<file path="src/rtl/vga_timing_pkg.sv">
// vga_timing_pkg
//   Shared constants for the VGA scan path: default 640x480@60 timing,
//   derived line/frame totals, 12-bit colour field layout and the
//   colour-bar test pattern encoding.
//   Optional feature macro used by consumers: VGA_TEST_PATTERN_EN.
package vga_timing_pkg;

  // Default 640x480@60 timing (pixel clock 25 MHz)
  localparam int VGA_H_ACTIVE = 640;
  localparam int VGA_H_FP     = 16;
  localparam int VGA_H_SYNC   = 96;
  localparam int VGA_H_BP     = 48;
  localparam int VGA_V_ACTIVE = 480;
  localparam int VGA_V_FP     = 10;
  localparam int VGA_V_SYNC   = 2;
  localparam int VGA_V_BP     = 33;
  localparam int VGA_PIX_LAT  = 2;

  localparam int VGA_H_TOTAL = VGA_H_ACTIVE + VGA_H_FP + VGA_H_SYNC + VGA_H_BP;
  localparam int VGA_V_TOTAL = VGA_V_ACTIVE + VGA_V_FP + VGA_V_SYNC + VGA_V_BP;

  localparam int CNT_W = 10;

  // Packed pixel layout {B[3:0], G[3:0], R[3:0]}
  localparam int COLOR_W = 12;
  localparam int CH_W    = 4;
  localparam int R_LSB   = 0;
  localparam int G_LSB   = 4;
  localparam int B_LSB   = 8;

  // Colour bars: 8 equal-width vertical bars across the active line
  localparam int NUM_BARS = 8;
  localparam int BAR_IDX_W = 3;

  // Timing-signal bundle carried through the latency-matching delay line
  typedef struct packed {
    logic hs;
    logic vs;
    logic de;
    logic fs;
  } sync_t;

  localparam sync_t SYNC_IDLE = '{hs: 1'b1, vs: 1'b1, de: 1'b0, fs: 1'b0};

  // Bar k: each channel full-scale or off by bit k[2] (B), k[1] (G), k[0] (R)
  function automatic logic [COLOR_W-1:0] bar_colour(input logic [BAR_IDX_W-1:0] k);
    return {{CH_W{k[2]}}, {CH_W{k[1]}}, {CH_W{k[0]}}};
  endfunction

endpackage

</file>
<file path="src/rtl/vga_delay_line.sv">
// vga_delay_line
//   DEPTH-stage register pipeline with asynchronous active-high reset to
//   INIT on every stage. DEPTH = 0 degenerates to a plain wire.
//   Ports:
//     vga_clk  in           pixel clock
//     vga_rst  in           asynchronous active-high reset
//     din      in  [WIDTH]  value entering the pipe
//     dout     out [WIDTH]  value delayed by DEPTH clocks
module vga_delay_line #(
  parameter int               WIDTH = 1,
  parameter int               DEPTH = 1,
  parameter logic [WIDTH-1:0] INIT  = '0
) (
  input  logic             vga_clk,
  input  logic             vga_rst,
  input  logic [WIDTH-1:0] din,
  output logic [WIDTH-1:0] dout
);

  generate
    if (DEPTH == 0) begin : g_wire
      logic unused_clk_rst;
      assign unused_clk_rst = vga_clk ^ vga_rst;
      assign dout = din;
    end else begin : g_pipe
      logic [WIDTH-1:0] stage [DEPTH];

      always_ff @(posedge vga_clk or posedge vga_rst) begin
        if (vga_rst) begin
          for (int i = 0; i < DEPTH; i++) stage[i] <= INIT;
        end else begin
          stage[0] <= din;
          for (int i = 1; i < DEPTH; i++) stage[i] <= stage[i-1];
        end
      end

      assign dout = stage[DEPTH-1];
    end
  endgenerate

endmodule

</file>
<file path="src/rtl/vga_scan_ctrl.sv">
// vga_scan_ctrl
//   Scan-side VGA controller. Runs the raster counters, requests pixels
//   from the page renderer via x_pos/y_pos, and re-aligns hs/vs/de/
//   frame_start with the renderer's fixed PIX_LAT-clock latency before
//   registering them with the colour for the DAC.
//   Optional feature: `define VGA_TEST_PATTERN_EN adds the test_en port and
//   an internal 8-bar colour pattern.
//   Ports:
//     vga_clk      in       pixel clock (25 MHz)
//     vga_rst      in       asynchronous active-high reset
//     pixel_data   in  [12] renderer pixel {B,G,R}, valid PIX_LAT clocks
//                           after the matching x_pos/y_pos
//     test_en      in       (VGA_TEST_PATTERN_EN only) select colour bars
//     x_pos, y_pos out [10] requested column/row, 0 outside active area
//     hs, vs       out      active-low syncs
//     de           out      data enable on visible pixels
//     r, g, b      out [4]  colour, forced black while de = 0
//     frame_start  out      one-clock pulse with pixel (0,0)
//   Pixel interface contract: no handshake. The renderer must present the
//   pixel for an address exactly PIX_LAT clocks after that address appears;
//   every clock carries one address and consumes one pixel.
module vga_scan_ctrl
  import vga_timing_pkg::*;
#(
  parameter int H_ACTIVE = VGA_H_ACTIVE,
  parameter int H_FP     = VGA_H_FP,
  parameter int H_SYNC   = VGA_H_SYNC,
  parameter int H_BP     = VGA_H_BP,
  parameter int V_ACTIVE = VGA_V_ACTIVE,
  parameter int V_FP     = VGA_V_FP,
  parameter int V_SYNC   = VGA_V_SYNC,
  parameter int V_BP     = VGA_V_BP,
  parameter int PIX_LAT  = VGA_PIX_LAT
) (
  input  logic               vga_clk,
  input  logic               vga_rst,
  input  logic [COLOR_W-1:0] pixel_data,
`ifdef VGA_TEST_PATTERN_EN
  input  logic               test_en,
`endif
  output logic [CNT_W-1:0]   x_pos,
  output logic [CNT_W-1:0]   y_pos,
  output logic               hs,
  output logic               vs,
  output logic               de,
  output logic [CH_W-1:0]    r,
  output logic [CH_W-1:0]    g,
  output logic [CH_W-1:0]    b,
  output logic               frame_start
);

  localparam int H_TOTAL = H_ACTIVE + H_FP + H_SYNC + H_BP;
  localparam int V_TOTAL = V_ACTIVE + V_FP + V_SYNC + V_BP;

  localparam logic [CNT_W-1:0] H_LAST   = CNT_W'(H_TOTAL - 1);
  localparam logic [CNT_W-1:0] V_LAST   = CNT_W'(V_TOTAL - 1);
  localparam logic [CNT_W-1:0] H_ACT_C  = CNT_W'(H_ACTIVE);
  localparam logic [CNT_W-1:0] V_ACT_C  = CNT_W'(V_ACTIVE);
  localparam logic [CNT_W-1:0] HS_FIRST = CNT_W'(H_ACTIVE + H_FP);
  localparam logic [CNT_W-1:0] HS_LAST  = CNT_W'(H_ACTIVE + H_FP + H_SYNC - 1);
  localparam logic [CNT_W-1:0] VS_FIRST = CNT_W'(V_ACTIVE + V_FP);
  localparam logic [CNT_W-1:0] VS_LAST  = CNT_W'(V_ACTIVE + V_FP + V_SYNC - 1);

  // ---------------------------------------------------------------
  // Raster counters
  // ---------------------------------------------------------------
  logic [CNT_W-1:0] hcnt;
  logic [CNT_W-1:0] vcnt;

  always_ff @(posedge vga_clk or posedge vga_rst) begin
    if (vga_rst) begin
      hcnt <= '0;
      vcnt <= '0;
    end else if (hcnt == H_LAST) begin
      hcnt <= '0;
      vcnt <= (vcnt == V_LAST) ? '0 : vcnt + 1'b1;
    end else begin
      hcnt <= hcnt + 1'b1;
    end
  end

  logic h_act;
  logic v_act;
  assign h_act = (hcnt < H_ACT_C);
  assign v_act = (vcnt < V_ACT_C);

  // Addresses are clamped to 0 in blanking so the renderer never sees an
  // out-of-page request.
  assign x_pos = h_act ? hcnt : '0;
  assign y_pos = v_act ? vcnt : '0;

  // ---------------------------------------------------------------
  // Raw timing, delayed to line up with pixel_data
  // ---------------------------------------------------------------
  sync_t sync_raw;
  sync_t sync_dly;

  always_comb begin
    sync_raw    = SYNC_IDLE;
    sync_raw.hs = !((hcnt >= HS_FIRST) && (hcnt <= HS_LAST));
    sync_raw.vs = !((vcnt >= VS_FIRST) && (vcnt <= VS_LAST));
    sync_raw.de = h_act && v_act;
    sync_raw.fs = h_act && v_act && (hcnt == '0) && (vcnt == '0);
  end

`ifdef VGA_TEST_PATTERN_EN
  localparam logic [CNT_W-1:0] BAR_PX = CNT_W'(H_ACTIVE / NUM_BARS);

  // Bar index travels with the sync bundle so the pattern uses the same
  // column the renderer would have been asked for.
  logic [CNT_W-1:0]     bar_div;
  logic [BAR_IDX_W-1:0] bar_raw;
  logic [BAR_IDX_W-1:0] bar_dly;

  assign bar_div = hcnt / BAR_PX;
  assign bar_raw = bar_div[BAR_IDX_W-1:0];

  vga_delay_line #(
    .WIDTH ($bits(sync_t) + BAR_IDX_W),
    .DEPTH (PIX_LAT),
    .INIT  ({SYNC_IDLE, {BAR_IDX_W{1'b0}}})
  ) u_delay (
    .vga_clk (vga_clk),
    .vga_rst (vga_rst),
    .din     ({sync_raw, bar_raw}),
    .dout    ({sync_dly, bar_dly})
  );
`else
  vga_delay_line #(
    .WIDTH ($bits(sync_t)),
    .DEPTH (PIX_LAT),
    .INIT  (SYNC_IDLE)
  ) u_delay (
    .vga_clk (vga_clk),
    .vga_rst (vga_rst),
    .din     (sync_raw),
    .dout    (sync_dly)
  );
`endif

  // ---------------------------------------------------------------
  // Output register
  // ---------------------------------------------------------------
  logic [COLOR_W-1:0] colour_nxt;

  always_comb begin
    colour_nxt = '0;
    if (sync_dly.de) begin
`ifdef VGA_TEST_PATTERN_EN
      colour_nxt = test_en ? bar_colour(bar_dly) : pixel_data;
`else
      colour_nxt = pixel_data;
`endif
    end
  end

  always_ff @(posedge vga_clk or posedge vga_rst) begin
    if (vga_rst) begin
      hs          <= 1'b1;
      vs          <= 1'b1;
      de          <= 1'b0;
      frame_start <= 1'b0;
      r           <= '0;
      g           <= '0;
      b           <= '0;
    end else begin
      hs          <= sync_dly.hs;
      vs          <= sync_dly.vs;
      de          <= sync_dly.de;
      frame_start <= sync_dly.fs;
      r           <= colour_nxt[R_LSB +: CH_W];
      g           <= colour_nxt[G_LSB +: CH_W];
      b           <= colour_nxt[B_LSB +: CH_W];
    end
  end

endmodule
</file>
<file path="config.mk">
export PLATFORM = sky130hd
export DESIGN_NAME = vga_scan_ctrl
export DESIGN_NICKNAME = d
export VERILOG_FILES = /design/src/rtl/vga_timing_pkg.sv /design/src/rtl/vga_delay_line.sv /design/src/rtl/vga_scan_ctrl.sv
export SDC_FILE = /design/constraint.sdc
export NUM_CORES = 1
export LEC_CHECK = 0
export CORE_UTILIZATION = 40
export CTS_CLUSTER_DIAMETER = 30
export DETAILED_ROUTE_END_ITERATION = 10
export DONT_BUFFER_PORTS = 1
export GPL_ROUTABILITY_DRIVEN = 0
export PLACE_DENSITY = 0.59
export SYNTH_ARGS = -nofsm -noshare
export SYNTH_HDL_FRONTEND = slang
export SYNTH_SLANG_ARGS = --single-unit
</file>
<file path="constraint.sdc">
create_clock -name vga_clk -period 1.9 [get_ports vga_clk]
set_input_delay 0.38 -clock vga_clk [delete_from_list [all_inputs] [get_ports vga_clk]]
set_output_delay 0.38 -clock vga_clk [all_outputs]
set_load 0.01 [all_outputs]
</file>
==> results by group <==
Die
  – Number of standard-cell rows in the floorplan: 24
  – Chip height: approximately 70 um
  – Die area: 5110 sq um
  – Core Box Area: 4500 sq um
  – Number of top-level pins: 50
  – Die X: 71.5 um
  – Initial standard-cell utilization of the core: 42.9%

Layout
  – Fill count: 440
  – Total number of nets in the final design: roughly 210
  – Non-filler cells in the finished layout: 246
  – Commonest non-fill, non-tap cells in the layout: dfrtp_1, and2_1, buf_4, nand3_1, nor2_1
  – Multi-input combinational cell area: between 700 and 800 sq um
  – Leading cell type in the layout, fill and taps excluded: dfrtp_1
  – Area growth from synthesis to final layout: 11.3%
  – Fraction of layout cells with a size suffix above 1: 17.0%
  – Antenna cell count: 0
  – Total area of sequential cells: 1110 sq um

Drt
  – Detailed-route wire length per cell: 15.2 um
  – Initial DRC count: between 50 and 60
  – DR pass1 iterations: 4
  – Number of remaining DRC errors: 0
  – Via count: ~1.3k
  – Number of nets still failing antenna checks after routing: 0
  – Average via count per standard cell: 5.47
  – Aggregate routed wire length: 3.74 mm

Critical path
  – R2r setup slk: ~0.13 ns
  – Crit-path max cell delay: 0.42 ns
  – CP bufs+invs: 1
  – Family with the most delay on the worst path: flip-flops
  – WP data required: 1.52 ns
  – Crit end category: primary output
  – Logic depth of the worst register-to-register path: 5
  – Critical path class: reg -> out
  – Worst flop-to-flop path endpoint: vcnt[9]
  – WP data arrival: 1.44 ns
  – Launch point of the worst reg-to-reg path: hcnt[1]
  – Maximum fanout along the worst path: 6
  – Worst path cell trace: and3_1, a21oi_1, buf_4, and2_1
  – Slowest stage cell, crit path: dfrtp_1
  – CP startpoint kind: flip-flop

CTS
  – Max Root-Sink Buffers: 2
  – Number of buffers created by CTS: 5
  – H-Tree Depth: 2
  – Sinks on Clock Net: 44
  – Hold_buf cts: 0
  – Clock tree from TritonCTS: done
  – Buffer type at the clock tree root: clkbuf_8
  – Insertion delay to the later sink of the worst-skew pair: roughly 0.29 ns
  – CTS clock-pin slew for the worst setup and hold paths: ~0.090 ns

Synthesis
  – Gate Count Post-Synth: 179
  – Total standard cell area after synthesis: 1930 sq um
  – Post-Synthesis Net Count: a little under 200
  – Sequential cell area fraction in the yosys report: a little under three fifths
  – Per-instance average area after synthesis: between 10 and 15 sq um
  – Yosys Warn Count: 0
  – Unique cell type count in the Yosys netlist: 32
  – Total of flip-flops plus latches after synthesis: between 40 and 50

Timing
  – Worst Clk Skew: roughly 0.0094 ns
  – Setup TNS after final layout: 0 ns
  – Final-layout worst hold slack: 0.118 ns
  – Final-report max-slew violation count: 0
  – Endpoints failing setup: 0
  – Transition time at the pin with the least slew margin: ~0.54 ns
  – Final hold violation count: 0
  – Period utilization: between 90% and 100%
  – Top achievable clock speed: 0.551 GHz
  – Final Critical Period: ~1.8 ns
  – Worst-case headroom to the max-slew limit: approximately 64%

Global route
  – Maximum number of pins on one net before global-route repair: between 40 and 50
  – Overall global routing resource usage: between 15 and 20%
  – Initial antenna violation count: 0
  – Final global-route overflow total: 0
  – Wire length of the first global-routing pass: 6.09 mm
  – Number of global-route vias before repair: 1294

Placed design
  – Post-DP HPWL: ~2.6 mm
  – # placed instances: around 240
  – Number of buffer cells added on primary ports: 0

Flow run
  – Max Cap Violations: 0

Power and ir drop
  – Maximum vdd drop: ~280 uV
  – Pwr Density: slightly above 700 nW/um^2
  – Overall power of the completed layout: ~1.6 mW
  – Leakage power of the design: between 0.9 and 1 nW

Hold path
  – Hold WC Path Type: in -> async

Status
  – Outcome: finished, final reports clean
-- how the worst max path moves through the flow --
stage,startpoint,endpoint,cells after the start
floorplan,hcnt[0],vcnt[3],6
global placement,hcnt[0],vcnt[9],5
detailed placement,hcnt[0],vcnt[9],5
CTS,vcnt[6],y_pos[4],4
global route,vcnt[6],y_pos[7],4
finish,vcnt[6],y_pos[5],4
-- cells by family (layout without fill, tap and decap cells) --
kind of cell | Yosys count | after routing | synth area share (%)
AND/OR/NAND/NOR | 91 | 91 | 27.7
XOR/XNOR | 10 | 10 | 4.54
AO/OA/AOI/OAI | 15 | 15 | 4.08
adder cells (fa/ha/maj) | 4 | 4 | 2.59
buffers and inverters | 14 | 29 | 3.44
other | 1 | 1 | 0.194
flip-flops | 44 | 44 | 57.4
-- synth_stat cells (all sizes together) --
cell type / number / share of area (%)
a21oi: 5 / 1.3
a31oi: 1 / 0.32
and2: 32 / 10
and3: 4 / 1.4
and3b: 2 / 0.91
buf: 4 / 1.5
clkbuf: 2 / 0.39
conb: 1 / 0.19
dfrtp: 38 / 49
dfstp: 6 / 8.2
ha: 4 / 2.6
inv: 8 / 1.6
nand2: 7 / 1.4
nand2b: 1 / 0.32
nand3: 12 / 3.1
nand4: 8 / 2.6
nand4b: 1 / 0.45
nor2: 11 / 2.1
nor2b: 1 / 0.32
nor3: 3 / 0.78
nor4: 3 / 0.97
nor4b: 1 / 1.2
o21ai: 8 / 2.1
o31ai: 1 / 0.39
or3: 3 / 0.97
or4: 2 / 0.78
xnor2: 5 / 2.3
xor2: 5 / 2.3
-- flip-flops by register name (all words and copies together), names as in the netlist --
signal                count
u_delay.dout              4
hs                        1
de                        1
r                         4
frame_start               1
g                         4
b                         4
u_delay.g_pipe.stage      4
hcnt                     10
vcnt                     10
vs                        1
-- where the power goes --
group          total (mW)  internal (mW)  switching [mW]
Combinational      0.0291        0.00814          0.0210
Sequential          0.960          0.949          0.0109
Clock               0.565          0.256           0.309
Total                1.55           1.21           0.341
-- layer usage --
metal  up-vias  GRT usage [%]  wire [um]
met4         0           6.10         36
met1       675           18.2       1610
met2        43           26.0       1880
met5         -              0          0
li1        624              -          -
met3         4           4.64        221
-- final cells by class --
cell class	count	share of cell area, %
timing repair buffer	13	4.54
clock buffer	5	3.20
clock inverter	3	0.873
inverter	8	1.40
sequential	44	51.6
tap	52	3.03
multi-input combinational	121	35.3
-- per-stage QoR --
stage | worst slack [ns] | instance area [sq um] | utilization [%]
5_1_grt | -0.000998 | 2150 | 47.7
2_1_floorplan | 0.270 | 1930 | -
3_5_place_dp | 0.144 | 2040 | 45.3
6_report | 0.0843 | 2150 | 47.7
3_3_place_gp | 0.222 | 2040 | 45.3
4_1_cts | 0.0297 | 2130 | 47.3
-- timing repair --
| action | CTS | global route |
|---|---|---|
| endpoints found under the setup margin | 7 | 10 |
| hold endpoints to repair | 0 | 0 |
| setup buffers | 0 | 2 |
| gates resized for setup | 1 | 3 |
No activity file was read; power rests on OpenSTA's default activity.
